**config.mk**
```make
export PLATFORM = sky130hd
export DESIGN_NAME = song_recorder
export DESIGN_NICKNAME = d
export VERILOG_FILES = /design/src/rtl/song_recorder.sv
export SDC_FILE = /design/constraint.sdc
export NUM_CORES = 1
export LEC_CHECK = 0
export ABC_AREA = 1
export BUFFER_PORTS_ARGS = -buffer_cell sky130_fd_sc_hd__clkbuf_2
export CELL_PAD_IN_SITES_DETAIL_PLACEMENT = 1
export CELL_PAD_IN_SITES_GLOBAL_PLACEMENT = 1
export CORE_UTILIZATION = 30
export DETAILED_ROUTE_END_ITERATION = 10
export PLACE_DENSITY_LB_ADDON = 0.1
export SYNTH_ARGS = -nofsm -noshare
export SYNTH_HDL_FRONTEND = slang
export SYNTH_SLANG_ARGS = --single-unit
```
**constraint.sdc**
```tcl
create_clock -name CLOCK_50 -period 2.45 [get_ports CLOCK_50]
set_clock_uncertainty 0.05 [all_clocks]
set_input_delay 0 -clock CLOCK_50 [delete_from_list [all_inputs] [get_ports CLOCK_50]]
set_output_delay 0 -clock CLOCK_50 [all_outputs]
set_load 0.005 [all_outputs]
```
**src/rtl/song_recorder.sv**
```systemverilog
// ---------------------------------------------------------------------------
// song_recorder
//
// Writer side of the song map. Captures a melody played on the keypad,
// quantized to the game beat, and writes it into song memory as
// (note, hold_length) entries. Also reports the take length, which the
// frame counter uses as its stop value.
//
// Build option:
//   SKIP_LEAD_REST_EN - when defined, ARM waits for the first beat with a
//                       pressed key, so a take never starts with a rest.
//
// Ports:
//   CLOCK_50   in   system clock, every flop is in this domain
//   reset_n    in   asynchronous active-low reset
//   beat       in   game beat level, asynchronous, synchronized here
//   rec_start  in   one-cycle pulse, begin a take (IDLE/DONE only)
//   rec_stop   in   one-cycle pulse, end a take
//   keys       in   one-hot pressed key, 0 = none
//   wr_en      out  one-cycle song memory write strobe
//   wr_addr    out  write address (held after the strobe)
//   wr_note    out  note of the entry, 0 = rest (held after the strobe)
//   wr_hold    out  beats held, 1..MAX_HOLD (held after the strobe)
//   song_len   out  entries written in the last/current take, 0..64
//   recording  out  high while in ARM or REC
//   overflow   out  sticky, take truncated because memory filled
//   state_dbg  out  current FSM state, for debug and checkers
//
// Memory handshake: the memory has no back-pressure. An entry is written on
// every cycle where wr_en=1; wr_addr/wr_note/wr_hold are valid in that cycle.
// ---------------------------------------------------------------------------
module song_recorder #(
    parameter int NOTE_W   = 12,
    parameter int HOLD_W   = 4,
    parameter int MAX_HOLD = 15,
    parameter int ADDR_W   = 6
) (
    input  logic              CLOCK_50,
    input  logic              reset_n,
    input  logic              beat,
    input  logic              rec_start,
    input  logic              rec_stop,
    input  logic [NOTE_W-1:0] keys,
    output logic              wr_en,
    output logic [ADDR_W-1:0] wr_addr,
    output logic [NOTE_W-1:0] wr_note,
    output logic [HOLD_W-1:0] wr_hold,
    output logic [ADDR_W:0]   song_len,
    output logic              recording,
    output logic              overflow,
    output logic [2:0]        state_dbg
);

    typedef enum logic [2:0] {
        S_IDLE  = 3'd0,
        S_ARM   = 3'd1,
        S_REC   = 3'd2,
        S_FLUSH = 3'd3,
        S_DONE  = 3'd4
    } state_t;

    // Number of entries in a full memory.
    localparam logic [ADDR_W:0] DEPTH = {1'b1, {ADDR_W{1'b0}}};

    state_t            state_q, state_d;
    logic              beat_s1_q, beat_s1_d;
    logic              beat_s2_q, beat_s2_d;
    logic              beat_s3_q, beat_s3_d;
    logic [NOTE_W-1:0] cur_note_q, cur_note_d;
    logic [HOLD_W-1:0] hold_q, hold_d;
    logic [ADDR_W-1:0] addr_q, addr_d;
    logic              wr_en_q, wr_en_d;
    logic [ADDR_W-1:0] wr_addr_q, wr_addr_d;
    logic [NOTE_W-1:0] wr_note_q, wr_note_d;
    logic [HOLD_W-1:0] wr_hold_q, wr_hold_d;
    logic [ADDR_W:0]   song_len_q, song_len_d;
    logic              recording_q, recording_d;
    logic              overflow_q, overflow_d;

    logic              beat_tick;
    logic              key_ok;
    logic [NOTE_W-1:0] sample;
    logic              do_emit;

    // beat_s1/s2 form the synchronizer; s3 is the previous synchronized
    // value, so the tick is a single cycle after each rising beat edge.
    assign beat_tick = beat_s2_q & ~beat_s3_q;

    // Zero or exactly one bit set is a legal key; chords record as a rest.
    assign key_ok = ((keys & (keys - NOTE_W'(1))) == '0);
    assign sample = key_ok ? keys : '0;

    always_comb begin
        state_d     = state_q;
        beat_s1_d   = beat;
        beat_s2_d   = beat_s1_q;
        beat_s3_d   = beat_s2_q;
        cur_note_d  = cur_note_q;
        hold_d      = hold_q;
        addr_d      = addr_q;
        wr_en_d     = 1'b0;
        wr_addr_d   = wr_addr_q;
        wr_note_d   = wr_note_q;
        wr_hold_d   = wr_hold_q;
        song_len_d  = song_len_q;
        overflow_d  = overflow_q;
        do_emit     = 1'b0;

        case (state_q)
            S_IDLE, S_DONE: begin
                if (rec_start) begin
                    state_d    = S_ARM;
                    addr_d     = '0;
                    wr_addr_d  = '0;
                    song_len_d = '0;
                    overflow_d = 1'b0;
                end
            end
            S_ARM: begin
                if (rec_stop) begin
                    state_d    = S_DONE;
                    song_len_d = '0;
                end else if (beat_tick) begin
`ifdef SKIP_LEAD_REST_EN
                    if (sample != '0) begin
                        cur_note_d = sample;
                        hold_d     = HOLD_W'(1);
                        state_d    = S_REC;
                    end
`else
                    cur_note_d = sample;
                    hold_d     = HOLD_W'(1);
                    state_d    = S_REC;
`endif
                end
            end
            S_REC: begin
                // Stop has priority over a coincident beat: that beat's
                // sample is discarded and the pre-beat entry is flushed.
                if (rec_stop) begin
                    state_d = S_FLUSH;
                end else if (beat_tick) begin
                    if (sample == cur_note_q && hold_q < HOLD_W'(MAX_HOLD)) begin
                        hold_d = hold_q + HOLD_W'(1);
                    end else begin
                        do_emit    = 1'b1;
                        cur_note_d = sample;
                        hold_d     = HOLD_W'(1);
                    end
                end
            end
            S_FLUSH: begin
                do_emit = 1'b1;
                state_d = S_DONE;
            end
            default: begin
                state_d = S_IDLE;
            end
        endcase

        // Emission uses the pre-update note/hold; the write fields are
        // registered so they stay valid after the strobe drops.
        if (do_emit) begin
            wr_en_d    = 1'b1;
            wr_addr_d  = addr_q;
            wr_note_d  = cur_note_q;
            wr_hold_d  = hold_q;
            addr_d     = addr_q + ADDR_W'(1);
            song_len_d = song_len_q + (ADDR_W + 1)'(1);
            if (song_len_d == DEPTH) begin
                // Memory full: any partial note in flight is dropped.
                state_d    = S_DONE;
                overflow_d = 1'b1;
            end
        end

        recording_d = (state_d == S_ARM) || (state_d == S_REC);
    end

    always_ff @(posedge CLOCK_50 or negedge reset_n) begin
        if (!reset_n) begin
            state_q     <= S_IDLE;
            beat_s1_q   <= 1'b0;
            beat_s2_q   <= 1'b0;
            beat_s3_q   <= 1'b0;
            cur_note_q  <= '0;
            hold_q      <= '0;
            addr_q      <= '0;
            wr_en_q     <= 1'b0;
            wr_addr_q   <= '0;
            wr_note_q   <= '0;
            wr_hold_q   <= '0;
            song_len_q  <= '0;
            recording_q <= 1'b0;
            overflow_q  <= 1'b0;
        end else begin
            state_q     <= state_d;
            beat_s1_q   <= beat_s1_d;
            beat_s2_q   <= beat_s2_d;
            beat_s3_q   <= beat_s3_d;
            cur_note_q  <= cur_note_d;
            hold_q      <= hold_d;
            addr_q      <= addr_d;
            wr_en_q     <= wr_en_d;
            wr_addr_q   <= wr_addr_d;
            wr_note_q   <= wr_note_d;
            wr_hold_q   <= wr_hold_d;
            song_len_q  <= song_len_d;
            recording_q <= recording_d;
            overflow_q  <= overflow_d;
        end
    end

    assign wr_en     = wr_en_q;
    assign wr_addr   = wr_addr_q;
    assign wr_note   = wr_note_q;
    assign wr_hold   = wr_hold_q;
    assign song_len  = song_len_q;
    assign recording = recording_q;
    assign overflow  = overflow_q;
    assign state_dbg = state_q;

endmodule

```
==> impl_metrics.csv, run 1 <==
group,metric,value,unit
synthesis,synth_xor_area_frac,0.0199,
floorplanning,coreArea,9860,um2
synthesis,yosys.area_share.simple,0.313,
synthesis,yosys.area.top_type,"dfrtp_1",
critical_path,cp.arrival,2340,ps
synthesis,synth_top_family_by_area,"simple AND/OR/NAND/NOR gates",
synthesis,synth_fa_ha_area_frac,0.0122,
synthesis,synth_cell_types,32,
power_and_ir_drop,power,3.03,mW
synthesis,ys_async_sr_fraction,1.00,
synthesis,synth_edf_count,0,
synthesis,synth.avg_cell_area,7.73,um2
outcome,outcome,"finished clean",
routing,drc,0,
synthesis,synth_top_flop_cell,"dfrtp_1",
routing,routed_wl,8340,um
global_route,antenna_found_initial,0,
global_route,grt_pass1_vias,2845,
floorplanning,fp.dieArea,10700,um2
floorplanning,fp.dieH,103,um
synthesis,synth_most_common_cell,"nand2_1",
worst_hold_path,hold-path-cell-count,5,
power_and_ir_drop,combPwrFrac,0.268,
power_and_ir_drop,power.share.clock,0.303,
synthesis,synth_common_cells,"nand2_1, dfrtp_1, inv_1",
synthesis,yosys-top-cells-area,"dfrtp_1, nand2_1, inv_1, nor2_1, nand3_1",
sta,final_hold_viol_count,0,
placement,place.gp.congestion,0.867,
critical_path,crit_required,2630,ps
sta,finalSetupViolCount,0,
routing,num_vias,2810,
routing,via_per_inst,4.58,
synthesis,ys_ff_latch,60,
sta,slew_viol_final,0,
placement,port-buffer-count,51,
layout,drive_gt1_frac,0.193,
clocking,clockBufferDepth,2,
synthesis,synthDominantCellAreaShare,0.488,
layout,design_area,3910,um2
power_and_ir_drop,power.density,777,nW/um2
sta,worst_slew_pin_slew,798,ps
placement,dp_hpwl,5910,um
synthesis,yosys_warnings,0,
critical_path,r2r_setup_slack,350,ps
sta,rsz0062_at_grt,"no",
clocking,worstSkewPairLatency,350,ps
layout,final_nets,496,
layout,antennaDiodeCount,0,
worst_hold_path,holdPathEnd,"cur_note_q[6]",
synthesis,synth.mux.area_fraction,0,
floorplanning,start_util,0.312,
floorplanning,die_w,103,um
clocking,cts_tree,"done",
sta,period_minus_slack,2160,ps
power_and_ir_drop,p_switching,0.994,mW
routing,antenna_left,0,
routing,routedWlPerCell,13.6,um
global_route,grt.overflow.total,0,
clocking,cts_buffers,9,
sta,slew_headroom,0.468,
sta,fmax,0.464,GHz
floorplanning,ios,52,
clocking,root_buffer,"clkbuf_8",
synthesis,ys_seq_area_frac,0.488,
global_route,grt_use_total,0.175,
placement,placedInstanceArea,3530,um2
global_route,grt_max_degree,61,
routing,dr.pass1.iters,4,
sta,tns,0,ps
layout,final.fill_count,1229,
critical_path,rr_worst_depth,9,
routing,drt-initial-drc-count,63,
synthesis,syn_area,3080,um2
power_and_ir_drop,seqPwrFrac,0.429,
sta,fin_crit_sh,0.880,
critical_path,r2r_start,"state_dbg[1]",
floorplanning,num_rows,36,
critical_path,critPathKind,"input pin to flip-flop",
layout,ff_latch_area,1500,um2
synthesis,synth-compound-area-share,0.0837,
clocking,clk_pin_slew,70,ps
clocking,cts_htree_levels,3,
critical_path,crit_path_max_fanout,17,
critical_path,worstSetupEndpointType,"flip-flop",
global_route,grt_pass1_wl,14000,um
run,drv_cap,0,
synthesis,syn_inst,398,
synthesis,syn_nets,418,
power_and_ir_drop,p_int,2.04,mW
critical_path,critPathLaunch,"keys[11]",
layout,synthToLayoutAreaGrowth,26.9,%
power_and_ir_drop,sw_frac_of_total,0.328,
worst_hold_path,hold_class,"input pin to flip-flop",
clocking,cts_sinks,60,
power_and_ir_drop,ir_drop,386,uV
critical_path,startpoint_type,"input pin",
layout,multiInputGateArea,1320,um2
power_and_ir_drop,p_leak,1.98,nW
critical_path,r2r_end,"state_dbg[0]",
worst_hold_path,worstHoldStart,"keys[6]",
worst max-delay path, cell delays in order:
cell and delay [ps]:
dlygate4sd3_1 530, clkbuf_2 140, nand2_1 70, nand2_1 70, nor2_2 110, buf_4 180
nand3_1 100, nand2_1 70, nand2_1 50, nor2_1 110, nand2_1 70, nor2_1 110
nand2_2 100, nand3_4 120, nand2_4 130, buf_6 190, nor2_1 120, a21oi_1 50
through the flow:
step | std cells | utilization | worst slack, ps | hold WS, ps
after floorplan | 398 | - | 554 | -346
after global placement | 580 | 0.357 | -107 | 62.8
after detailed placement | 580 | 0.357 | -67.8 | 68.3
after CTS | 611 | 0.393 | 207 | 26.3
after global routing | 614 | 0.396 | 38.9 | 50.6
final | 614 | 0.396 | 294 | 35.7
cell type report:
class,instances,area share
sequential,60,0.384
multi-input combinational,277,0.338
timing repair buffer,79,0.136
inverter,49,0.0471
tap,133,0.0426
clock buffer,11,0.0388
clock inverter,5,0.0128
cells in the final DEF (no fill, tap or decap), types with 2 or more instances in the layout:
cell type and instances:
o41ai_1 2, nand3b_1 2, or2_2 2, clkbuf_2 51
nand3_1 29, clkbuf_8 11, buf_12 2, buf_4 10
inv_2 2, o22ai_1 3, nor3_1 5, o21ai_0 22
nor2_2 3, xor2_1 6, dfrtp_1 60, nand2_2 2
nand4_1 11, dlygate4sd3_1 15, clkinv_2 4, nand2_1 117
nand2_4 2, inv_1 47, ha_1 3, nor2_1 43
a21oi_1 15
power groups by stage:
stage | registers [mW] | logic [mW] | clock network (mW)
6_report | 1.30 | 0.812 | 0.920
3_3_place_gp | 1.32 | 0.742 | 0
5_1_grt | 1.33 | 0.936 | 0.996
2_1_floorplan | 1.31 | 0.416 | 0
3_5_place_dp | 1.32 | 0.756 | 0
4_1_cts | 1.31 | 0.794 | 0.961
state kept, by name, indices dropped and copies added, names as in the netlist:
register,count
addr_q,6
beat_s1_q,1
beat_s2_q,1
beat_s3_q,1
cur_note_q,12
hold_q,4
overflow,1
recording,1
song_len,7
state_dbg,3
wr_addr,6
wr_en,1
wr_hold,4
wr_note,12
worst max path at each step:
| stage | to | cells after the start | slack [ps] |
|---|---|---|---|
| final | wr_note[9] | 18 | 290 |
| after global routing | addr_q[0] | 19 | 40 |
| after CTS | state_dbg[0] | 9 | 210 |
| after detailed placement | song_len[1] | 17 | -70 |
| after global placement | song_len[4] | 17 | -110 |
| after floorplan | cur_note_q[0] | 18 | 550 |
cells by family (layout without fill, tap and decap cells):
kind of cell             Yosys count  count (layout)
AND/OR/NAND/NOR                  220             220
adder cells (fa/ha/maj)            3               3
AO/OA/AOI/OAI                     47              47
buffers and inverters             61             144
flip-flops                        60              60
XOR/XNOR                           7               7
routing by layer:
| layer | share of wire | vias up | GRT usage |
|---|---|---|---|
| met3 | 0.036 | 11 | 0.0470 |
| li1 | - | 1423 | - |
| met2 | 0.47 | 44 | 0.288 |
| met5 | 0 | - | 0 |
| met4 | 0.016 | 0 | 0.0693 |
| met1 | 0.48 | 1332 | 0.219 |
repair_timing:
item / in CTS / in global routing
hold endpoints to repair: 73 / 0
endpoints found under the setup margin: 0 / 11
hold buffers: 15 / 0
resized for setup: 0 / 3
buffers inserted: 0 / 3
Power figures use the tool's default switching activity.
==> inputs of run 2 (changes only) <==
- CORE_MARGIN: default -> 3
==> run 2 against run 1 <==
Hold slack worse by 5.2 ps. Via count grew 0.18%. Power rose by 7.5%. Clock power is 23% higher. Final cell count is the same.
==> impl_metrics.csv, run 2 (synthesized netlist as in run 1, its figures left out) <==
group,metric,value,unit
power_and_ir_drop,ir_drop,338,uV
global_route,grt_max_degree,44,
layout,design_area,3970,um2
placement,port-buffer-count,51,
clocking,clockBufferDepth,2,
run,drv_cap,0,
critical_path,worstSetupEndpointType,"flip-flop",
floorplanning,start_util,0.312,
critical_path,slowest_delay,540,ps
critical_path,startpoint_type,"input pin",
clocking,cts_sinks,60,
routing,drt-initial-drc-count,69,
layout,final_cell_mix,"nand2_1, dfrtp_1, clkbuf_2",
critical_path,cp.arrival,2310,ps
floorplanning,num_rows,36,
routing,num_vias,2815,
outcome,outcome,"finished clean",
worst_hold_path,hold_class,"input pin to flip-flop",
layout,antennaDiodeCount,0,
power_and_ir_drop,power,3.26,mW
clocking,cts_buffers,9,
layout,layout.cells.non_filler,614,
placement,placedInstanceArea,3540,um2
floorplanning,ios,52,
routing,drc,0,
clocking,worstSkewPairLatency,340,ps
layout,drive_gt1_frac,0.193,
critical_path,cp_common_cell,"nand2_1",
floorplanning,die_w,107,um
routing,routed_wl,8330,um
layout,final.fill_count,1217,
placement,dp_hpwl,5980,um
placement,dp_cells,580,
critical_path,crit_path_max_fanout,43,
sta,slew_headroom,0.587,
sta,final_hold_viol_count,0,
sta,setup_ws,306,ps
routing,via_per_inst,4.58,
critical_path,critPathKind,"input pin to flip-flop",
floorplanning,coreArea,9860,um2
layout,synthToLayoutAreaGrowth,29.0,%
routing,antenna_left,0,
global_route,grt.overflow.total,0,
placement,place.gp.congestion,0.790,
critical_path,cp_slowest_cell,"dlygate4sd3_1",
power_and_ir_drop,power.density,821,nW/um2
sta,fmax,0.466,GHz
floorplanning,fp.dieH,107,um
critical_path,crit_buf_inv,4,
sta,worst_slew_pin_slew,619,ps
global_route,grt_pass1_vias,2888,
clocking,post_cts_resized,0,
sta,finalSetupViolCount,0,
clocking,clk_pin_slew,70,ps
critical_path,path_cells,"dlygate4sd3_1, clkbuf_2, nand2_1, nand2_1, nor2_2, buf_4, nand3_1, nand2_1, nand2_1, nor2_1, nand2_1, nor2_1, nand2_2, nand3_4, nand2_4, buf_12, nor2_1, a21oi_1",
routing,routedWlPerCell,13.6,um
critical_path,crit_required,2620,ps
clocking,root_buffer,"clkbuf_8",
sta,fin_crit_sh,0.875,
global_route,grt_use_total,0.154,
layout,final_nets,496,
clocking,cts_tree,"done",
layout,layout_commonest_cell,"nand2_1",
layout,multiInputGateArea,1320,um2
critical_path,crit_family,"simple AND/OR/NAND/NOR gates",
floorplanning,fp.dieArea,11500,um2
sta,slew_viol_final,0,
clocking,cts_htree_levels,3,
sta,period_minus_slack,2140,ps
sta,rsz0062_at_grt,"no",
routing,dr.pass1.iters,4,
power_and_ir_drop,p_leak,2.00,nW
global_route,antenna_found_initial,0,
layout,ff_latch_area,1500,um2
placement,pre_cts_slack,-55.9,ps
global_route,grt_pass1_wl,14100,um
==> run 2: what timing repair did <==
action / in CTS / in global routing
hold endpoints to repair: 35 / 0
endpoints found under the setup margin: 0 / 20
hold buffers: 14 / 0
buffers inserted: 0 / 4
==> run 2: final timing paths <==
check	end	slack, ps	start	cells past startpoint
worst max-delay path	wr_note[8]	310	keys[11]	18
worst min-delay path	cur_note_q[6]	30	keys[6]	5
worst max register to register	wr_note[8]	470	hold_q[0]	12
worst min register to register	beat_s2_q	310	beat_s1_q	0
max in group asynchronous	addr_q[5]	1550	reset_n	3
min in group asynchronous	song_len[2]	160	reset_n	2
==> run 2: routing by layer <==
| metal | track usage | up-vias | share of wire |
|---|---|---|---|
| li1 | - | 1428 | - |
| met1 | 0.205 | 1337 | 0.49 |
| met2 | 0.251 | 42 | 0.46 |
| met3 | 0.0336 | 8 | 0.036 |
| met4 | 0.0438 | 0 | 0.011 |
| met5 | 0 | - | 0 |
==> run 2: final cells by class <==
cell class / count / area share
clock inverter: 6 / 0.0280
tap: 133 / 0.0419
timing repair buffer: 79 / 0.139
clock buffer: 10 / 0.0347
sequential: 60 / 0.378
inverter: 49 / 0.0463
multi-input combinational: 277 / 0.332
==> run 2: worst register-to-register path, delay by kind of cell, from the launching register on <==
| kind | cells | cell delay [ps] |
|---|---|---|
| AOI/OAI and AO/OA | 1 | 50 |
| adders and majority gates | 1 | 260 |
| DFF | 1 | 440 |
| buffers and inverters | 1 | 190 |
| and+or+nand+nor | 9 | 870 |
==> run 2: per-stage QoR <==
step	setup TNS, ps	util	hold WS (ps)
floorplan	0	-	-346
global placement	0	0.359	0.0748
detailed placement	-235	0.359	-1.82
CTS	0	0.398	21.5
global route	0	0.402	76.1
finish	0	0.402	30.5
==> run 2: power by group <==
part,switching (mW),total (mW),internal (mW)
clock,0.431,1.13,0.704
sequential,0.131,1.30,1.17
combinational,0.461,0.826,0.365
total,1.02,3.26,2.24
